$ cat src/rtl/arc4_encrypt.sv
// arc4_encrypt: ARC4 (RC4) encryption engine.
//
// Reads a length-prefixed plaintext from pt memory (pt[0] = length), runs the
// RC4 key schedule into an external S memory with a KEY_W-bit key, and writes
// the length-prefixed ciphertext (ct[0] = length) to ct memory.
//
// All memories are single-port, synchronous, with 1-cycle read latency.
//
// Ports:
//   clk        system clock
//   rst        synchronous reset, active-high (aborts any run, returns to idle)
//   en         start request, sampled only while rdy=1
//   rdy        high when idle and able to accept en
//   key        encryption key, key[KEY_W-1 -: 8] is key byte 0
//   s_addr     S memory address
//   s_rddata   S memory read data
//   s_wrdata   S memory write data
//   s_wren     S memory write enable
//   pt_addr    plaintext memory address
//   pt_rddata  plaintext memory read data
//   ct_addr    ciphertext memory address
//   ct_wrdata  ciphertext memory write data
//   ct_wren    ciphertext memory write enable
//
// Optional feature (macro ARC4_ENC_ZERO_FILL_EN): when defined, ct[len+1..255]
// are written with 0x00 after the message, one per cycle.

module arc4_encrypt #(
    parameter int KEY_W = 24
) (
    input  logic             clk,
    input  logic             rst,
    input  logic             en,
    output logic             rdy,
    input  logic [KEY_W-1:0] key,
    output logic [7:0]       s_addr,
    input  logic [7:0]       s_rddata,
    output logic [7:0]       s_wrdata,
    output logic             s_wren,
    output logic [7:0]       pt_addr,
    input  logic [7:0]       pt_rddata,
    output logic [7:0]       ct_addr,
    output logic [7:0]       ct_wrdata,
    output logic             ct_wren
);

    typedef enum logic [3:0] {
        IDLE,
        INIT,
        KSA_RI,
        KSA_RJ,
        KSA_WI,
        KSA_WJ,
        LEN_RD,
        LEN_WR,
        PRGA_RI,
        PRGA_RJ,
        PRGA_WI,
        PRGA_WJ,
        PRGA_RP,
        PRGA_WC
`ifdef ARC4_ENC_ZERO_FILL_EN
        , ZFILL
`endif
    } state_t;

    state_t state, state_next;

    logic [7:0]       i, j;
    logic [7:0]       si, sj;
    logic [7:0]       len;
    logic [8:0]       k;
    logic [KEY_W-1:0] key_rot;

    logic [7:0] key_byte;
    logic [7:0] i_next;
    logic [7:0] ksa_j;
    logic [7:0] prga_j;
    logic [7:0] pad_addr;

    // The latched key is rotated one byte per KSA step, so its top byte is
    // always keybyte[i mod (KEY_W/8)] without needing a modulo counter.
    assign key_byte = key_rot[KEY_W-1 -: 8];
    assign i_next   = i + 8'd1;
    assign ksa_j    = j + s_rddata + key_byte;
    assign prga_j   = j + s_rddata;
    // After the swap S[i]=sj and S[j]=si; the sum is the same either way.
    assign pad_addr = si + sj;

    assign rdy = (state == IDLE);

    always_ff @(posedge clk) begin
        if (rst) begin
            state <= IDLE;
        end else begin
            state <= state_next;
        end
    end

    always_ff @(posedge clk) begin
        if (rst) begin
            i       <= '0;
            j       <= '0;
            si      <= '0;
            sj      <= '0;
            len     <= '0;
            k       <= '0;
            key_rot <= '0;
        end else begin
            case (state)
                IDLE: begin
                    if (en) begin
                        key_rot <= key;
                        i       <= '0;
                    end
                end
                INIT: begin
                    // i wraps to 0 after 255, ready for the KSA pass.
                    i <= i_next;
                    j <= '0;
                end
                KSA_RJ: begin
                    si <= s_rddata;
                    j  <= ksa_j;
                end
                KSA_WJ: begin
                    i       <= i_next;
                    key_rot <= (key_rot << 8) | (key_rot >> (KEY_W - 8));
                end
                LEN_WR: begin
                    len <= pt_rddata;
                    i   <= '0;
                    j   <= '0;
                    k   <= 9'd1;
                end
                PRGA_RI: begin
                    i <= i_next;
                end
                PRGA_RJ: begin
                    si <= s_rddata;
                    j  <= prga_j;
                end
                PRGA_WI: begin
                    sj <= s_rddata;
                end
                PRGA_WC: begin
                    k <= k + 9'd1;
                end
`ifdef ARC4_ENC_ZERO_FILL_EN
                ZFILL: begin
                    k <= k + 9'd1;
                end
`endif
                default: ;
            endcase
        end
    end

    // Each memory read is issued one state before its data is consumed; the
    // consuming state sees the data on *_rddata thanks to the 1-cycle latency.
    always_comb begin
        state_next = state;
        s_addr     = '0;
        s_wrdata   = '0;
        s_wren     = 1'b0;
        pt_addr    = '0;
        ct_addr    = '0;
        ct_wrdata  = '0;
        ct_wren    = 1'b0;
        case (state)
            IDLE: begin
                if (en) begin
                    state_next = INIT;
                end
            end
            INIT: begin
                s_addr   = i;
                s_wrdata = i;
                s_wren   = 1'b1;
                if (i == 8'd255) begin
                    state_next = KSA_RI;
                end
            end
            KSA_RI: begin
                s_addr     = i;
                state_next = KSA_RJ;
            end
            KSA_RJ: begin
                s_addr     = ksa_j;
                state_next = KSA_WI;
            end
            KSA_WI: begin
                s_addr     = i;
                s_wrdata   = s_rddata;
                s_wren     = 1'b1;
                state_next = KSA_WJ;
            end
            KSA_WJ: begin
                s_addr     = j;
                s_wrdata   = si;
                s_wren     = 1'b1;
                state_next = (i == 8'd255) ? LEN_RD : KSA_RI;
            end
            LEN_RD: begin
                pt_addr    = 8'd0;
                state_next = LEN_WR;
            end
            LEN_WR: begin
                ct_addr   = 8'd0;
                ct_wrdata = pt_rddata;
                ct_wren   = 1'b1;
                if (pt_rddata != 8'd0) begin
                    state_next = PRGA_RI;
                end else begin
`ifdef ARC4_ENC_ZERO_FILL_EN
                    state_next = ZFILL;
`else
                    state_next = IDLE;
`endif
                end
            end
            PRGA_RI: begin
                s_addr     = i_next;
                state_next = PRGA_RJ;
            end
            PRGA_RJ: begin
                s_addr     = prga_j;
                state_next = PRGA_WI;
            end
            PRGA_WI: begin
                s_addr     = i;
                s_wrdata   = s_rddata;
                s_wren     = 1'b1;
                state_next = PRGA_WJ;
            end
            PRGA_WJ: begin
                s_addr     = j;
                s_wrdata   = si;
                s_wren     = 1'b1;
                state_next = PRGA_RP;
            end
            PRGA_RP: begin
                s_addr     = pad_addr;
                pt_addr    = k[7:0];
                state_next = PRGA_WC;
            end
            PRGA_WC: begin
                ct_addr   = k[7:0];
                ct_wrdata = pt_rddata ^ s_rddata;
                ct_wren   = 1'b1;
                // k is 9 bits so the len=255 case ends here instead of wrapping.
                if (k == {1'b0, len}) begin
`ifdef ARC4_ENC_ZERO_FILL_EN
                    state_next = (k == 9'd255) ? IDLE : ZFILL;
`else
                    state_next = IDLE;
`endif
                end else begin
                    state_next = PRGA_RI;
                end
            end
`ifdef ARC4_ENC_ZERO_FILL_EN
            ZFILL: begin
                ct_addr   = k[7:0];
                ct_wrdata = 8'h00;
                ct_wren   = 1'b1;
                if (k == 9'd255) begin
                    state_next = IDLE;
                end
            end
`endif
            default: begin
                state_next = IDLE;
            end
        endcase
    end

endmodule

$ cat config.mk
export PLATFORM = sky130hd
export DESIGN_NAME = arc4_encrypt
export DESIGN_NICKNAME = d
export VERILOG_FILES = /design/src/rtl/arc4_encrypt.sv
export SDC_FILE = /design/constraint.sdc
export NUM_CORES = 1
export LEC_CHECK = 0
export CAP_MARGIN = 20
export CORE_AREA = 2 2 147 149
export CTS_CLUSTER_SIZE = 30
export DETAILED_ROUTE_END_ITERATION = 6
export DIE_AREA = 0 0 149 151
export PLACE_DENSITY = 0.53
export SLEW_MARGIN = 30
export SYNTH_ARGS = -nofsm -noshare
export SYNTH_HDL_FRONTEND = slang
export SYNTH_SLANG_ARGS = --single-unit
export TNS_END_PERCENT = 20
$ cat constraint.sdc
create_clock -name clk -period 8.95 [get_ports clk]
set_input_delay 1.79 -clock clk [delete_from_list [all_inputs] [get_ports clk]]
set_output_delay 1.79 -clock clk [all_outputs]
set_load 0.1 [all_outputs]
* Word level (Yosys, flattened, before mapping)
Index checks and enable logic that the tools add are counted.
** Word-level totals
- Bits in registers :: 77
- Input port bits :: 43
- Output and inout port bits :: 43
- Word-level logic and storage cells :: 68
** Operators by class
- Add/subtract/negate cells :: 5
- Equal/unequal tests :: 17
- Multiplexer cells :: 19
- Bitwise operators :: 2
- Reduce and logical (&&, ||, !) cells :: 17
** Operators by type and width (count)
- 8-bit one-hot mux with 3 select lines :: 3
- 4-bit one-hot mux with 14 select lines :: 1
- 24-bit one-hot mux with 2 select lines :: 1
- 8-bit one-hot mux with 6 select lines :: 1
- 8-bit adder :: 3
- 4-bit equality test, second input constant :: 6
- 24-bit two-way mux :: 1
- 8-bit two-way mux :: 3
- 24-bit by 8-bit OR with 24-bit output :: 1
- 9-bit one-hot mux with 2 select lines :: 1
- 4-bit by 3-bit equality test with 1-bit output, second input constant :: 4
- 4-bit two-way mux :: 4
- 8-bit one-hot mux with 2 select lines :: 1
- 2-bit OR reduction :: 5
- 9-bit by 1-bit adder with 9-bit output, second input constant :: 1
- 9-bit by 8-bit equality test with 1-bit output :: 1
- 8-bit by 1-bit adder with 8-bit output, second input constant :: 1
- 4-bit by 2-bit equality test with 1-bit output, second input constant :: 2
- 8-bit equality test, second input constant :: 1
- 8-bit nonzero test :: 1
- 8-bit XOR :: 1
- 2-bit AND reduction :: 3
- 3-bit nonzero test :: 2
- 5-bit OR reduction :: 1
- other kinds (8) :: 11

* Logic depth before layout (Yosys ltp)
- Depth after elaboration :: 4
- Gate-level depth with buffers :: 13
- Mapped depth without buffers :: 13

* Worst setup path after synthesis
Ideal clock, no wire load.
- Path type :: input to output
- From :: input s_rddata[0]
- To :: output s_addr[7]
- Arrival time :: 4.956 ns
- Required time :: 7.160 ns
- Path slack :: 2.204 ns
- Cell stages on the path :: 12
- Path buffers :: 0
- Cell sequence :: ha_1 -> fa_1 -> a21o_1 -> a221o_1 -> a21oi_1 -> xnor2_1 -> ha_1 -> or2_2 -> o221a_2 -> xnor2_1 -> nand2_1 -> nand4_1
** On the way
- Word-level cells in the longest chain between the ends :: 3
** Ends and longest elaborated chain
- start, declared :: line 37 : input logic [7:0] s_rddata,
- 8-bit adder (*) :: line 85, 86
- 8-bit adder :: line 85 : assign ksa_j = j + s_rddata + key_byte;
- 8-bit one-hot mux with 6 select lines (*) :: line 170 : case (state)
- end, declared :: line 36 : output logic [7:0] s_addr,
Every way passes the cells marked *; elsewhere a longest branch is shown, timed or not.

* Worst setup path in the final report
- From :: input s_rddata[0]
- To :: output s_addr[4]
The elaborated chain is that of the path after synthesis.

==> impl_results.md <==
* Clock network fraction of design power at 40.4%
* Detailed Place HPWL at approximately 11 mm
* Most instantiated cells after synthesis: dfxtp_1, nand2_1, nor2_1, a21oi_1, o21ai_0
* GRT overflow at 0
* Total wire length at approximately 16 mm
* Fmax at roughly 0.13 GHz
* Post-cts resize count at 0
* Area growth, synth to finish at 26.3%
* Final setup violation count at 0
* Leakage power total at between 0.002 and 0.0025 µW
* Area contributors post-synth: dfxtp_1, mux2i_1, ha_1
* Reg clk slew, reported paths at 0.06 ns
* WP data required at 7.16 ns
* Gr usage total at approximately 14%
* Yosys cell types at 57
* Clock buffer depth at 2
* Logic pwr share at approximately a fifth
* Worst Max-Slew Pin Slew at a little over 1 ns
* Net Count, Synth at 701
* Final Hold Fails at 0
* Final net count at around 770
* CTS H-tree depth at 3
* Internal at around 690 µW
* Seq/Total Area, Yosys at 30.1%
* Worst-path fanout max at 6
* Hold Crit Depth at 2
* Outcome: finished clean
* Die Ht at 151 µm
* Vias in the first global route at 4494
* Die footprint at 22500 µm²
* Period utilization at 83.8%
* DRT antenna net count at 0
* Fin Hold WS at 0.470 ns
* Fillers at 2251
* Clk_lat worst skew at 0.34 ns
* Top cell type's share of synthesized area at 30.1%
* Final TNS setup at 0 ns
* Cells after Synth at between 600 and 700
* Switching Share at 31.2%
* Vias per std cell at 4.90
* Sequential share of power at 38.3%
* Asr flop ratio synth at 0%
* Pre-antenna DRT Iters at 5
* IO Port Bufs at 85
* Clock skew at 0.00649 ns
* Unrepaired setup endpoints after global routing: no
* Post-CTS Setup Repair Bufs at 0
* Initial Utilization at roughly 25%
* Routed via count at 4786
* Layout cells sized above 1 at 6.85%
* Reg2Reg Depth at 6
* Core area at 20800 µm²
* Initial antenna violation count at 0
* Worst VDD drop at 0.0000949 V
* Crit end category: primary output
* Antenna cells at 0
* CTS root buffer: clkbuf_16
* Crit path DAT at around 5.7 ns
* Clk sink count at slightly below 80
* IO Pins at 86
* CP Class: input port to primary output
* Placed Cells at 960
* CTS tree: done
* Residual DRC at 0
* Total CTS buffers at 9
* Synth warn at 0
* Largest net degree at the start of global routing at 77
* Reg area at roughly 1500 µm²
* Die width at 149 µm
* Largest area contributor in the netlist: dfxtp_1
* WL/cell at 16.0 µm
* Maxcap violations at 0
* Most frequent cell after synthesis: dfxtp_1
* CP Launch Type: input port
* First-pass GRT wire length at 24.8 mm
* Syn_area_per_cell at 8.10 µm²
* Synth Register Bits at 77
* Power per cell area at 155 nW/µm²
* CTS Hold Bufs at 0
* Minimum clock period at 7.50 ns
* Slew Limit Fails at 0
* Drt initial violations at around 350
* Post-synth top flop: dfxtp_1
* Number of synthesized flops with an enable pin at 0
* GPL Wtd Cong at approximately 0.89
* HP Class: flip-flop to flip-flop
* Post-Syn Area at between 5000 and 6000 µm²
* Max transition margin at between 30% and 40%
* Core Rows at between 50 and 60
* Power, Total at ~1000 µW
* Multi-input logic area at 3320 µm²
* Final non-filler cell total at between 900 and 1k
* Net Sw Power at 313 µW
-- per-layer routing --
layer	GRT usage, %	wire [µm]	vias to the layer above
met1	18.9	7350	2229
met4	4.24	251	0
met3	1.99	767	15
met2	23.1	7270	122
met5	0	0	-
li1	-	-	2420
-- cell type report --
cell class / count / share of cell area [%]
Multi-Input combinational cell: 503 / 51.4
Sequential cell: 77 / 23.8
Timing Repair Buffer: 91 / 13.6
Tap cell: 275 / 5.32
Clock buffer: 9 / 3.48
Clock inverter: 7 / 1.51
Inverter: 14 / 0.813
-- registers in the layout, indices dropped and copies added, names as in the netlist --
| signal | flops |
|---|---|
| j | 8 |
| si | 8 |
| sj | 8 |
| state | 4 |
| len | 8 |
| k | 9 |
| i | 8 |
| key_rot | 24 |
-- cells in the final DEF (no fill, tap or decap), types with 7 or more instances in the layout --
cell type,instances
clkbuf_16,9
o21ai_0,42
nor2_1,65
nand3_1,7
o211ai_1,7
xnor2_1,17
a222oi_1,15
mux2i_1,33
xor2_1,14
clkdlybuf4s50_1,80
nand2_1,74
a211oi_1,28
a21oi_1,53
buf_4,9
and2_1,19
inv_1,14
and3_1,9
nor3_1,7
ha_1,23
dfxtp_1,77
a21o_1,8
-- worst paths after layout --
check	startpoint	end	slack [ns]
max	s_rddata[0]	s_addr[4]	1.45
min	len[5]	len[5]	0.47
max reg2reg	state[0]	key_rot[7]	5.79
min reg2reg	len[5]	len[5]	0.47
-- worst max-delay path: stages --
cell and delay [ns]:
clkdlybuf4s50_1 0.59, ha_1 0.35, fa_1 0.41, xor2_1 0.28, ha_1 0.35, a21o_1 0.20
a21oi_1 0.17, xnor2_1 0.14, a22oi_1 0.13, nand3_1 0.16, clkdlybuf4s50_1 1.15
-- metrics by stage --
step | instance area (µm²) | utilization [%] | setup slack, ns
6_report | 6460 | 31.0 | 1.45
5_1_grt | 6460 | 31.0 | 1.25
4_1_cts | 6460 | 31.0 | 1.46
3_5_place_dp | 6140 | 29.5 | 1.50
3_3_place_gp | 6140 | 29.5 | 1.52
2_1_floorplan | 5120 | - | 2.20
-- power groups by stage --
stage	clock network (µW)	logic (µW)	registers [µW]
2_1_floorplan	0	161	378
3_3_place_gp	0	212	390
3_5_place_dp	0	213	391
4_1_cts	416	214	383
5_1_grt	426	234	386
6_report	404	213	383
-- cell families after synthesis --
| group | after synthesis | share of synthesized area, % |
|---|---|---|
| AND/OR/NAND/NOR | 220 | 21.0 |
| flip-flops | 77 | 30.1 |
| adder cells (fa/ha/maj) | 26 | 6.80 |
| XOR/XNOR | 31 | 5.31 |
| buffers and inverters | 52 | 5.01 |
| multiplexers | 38 | 7.55 |
| AO/OA/AOI/OAI | 188 | 24.2 |
(Power assumes the default switching activity.)
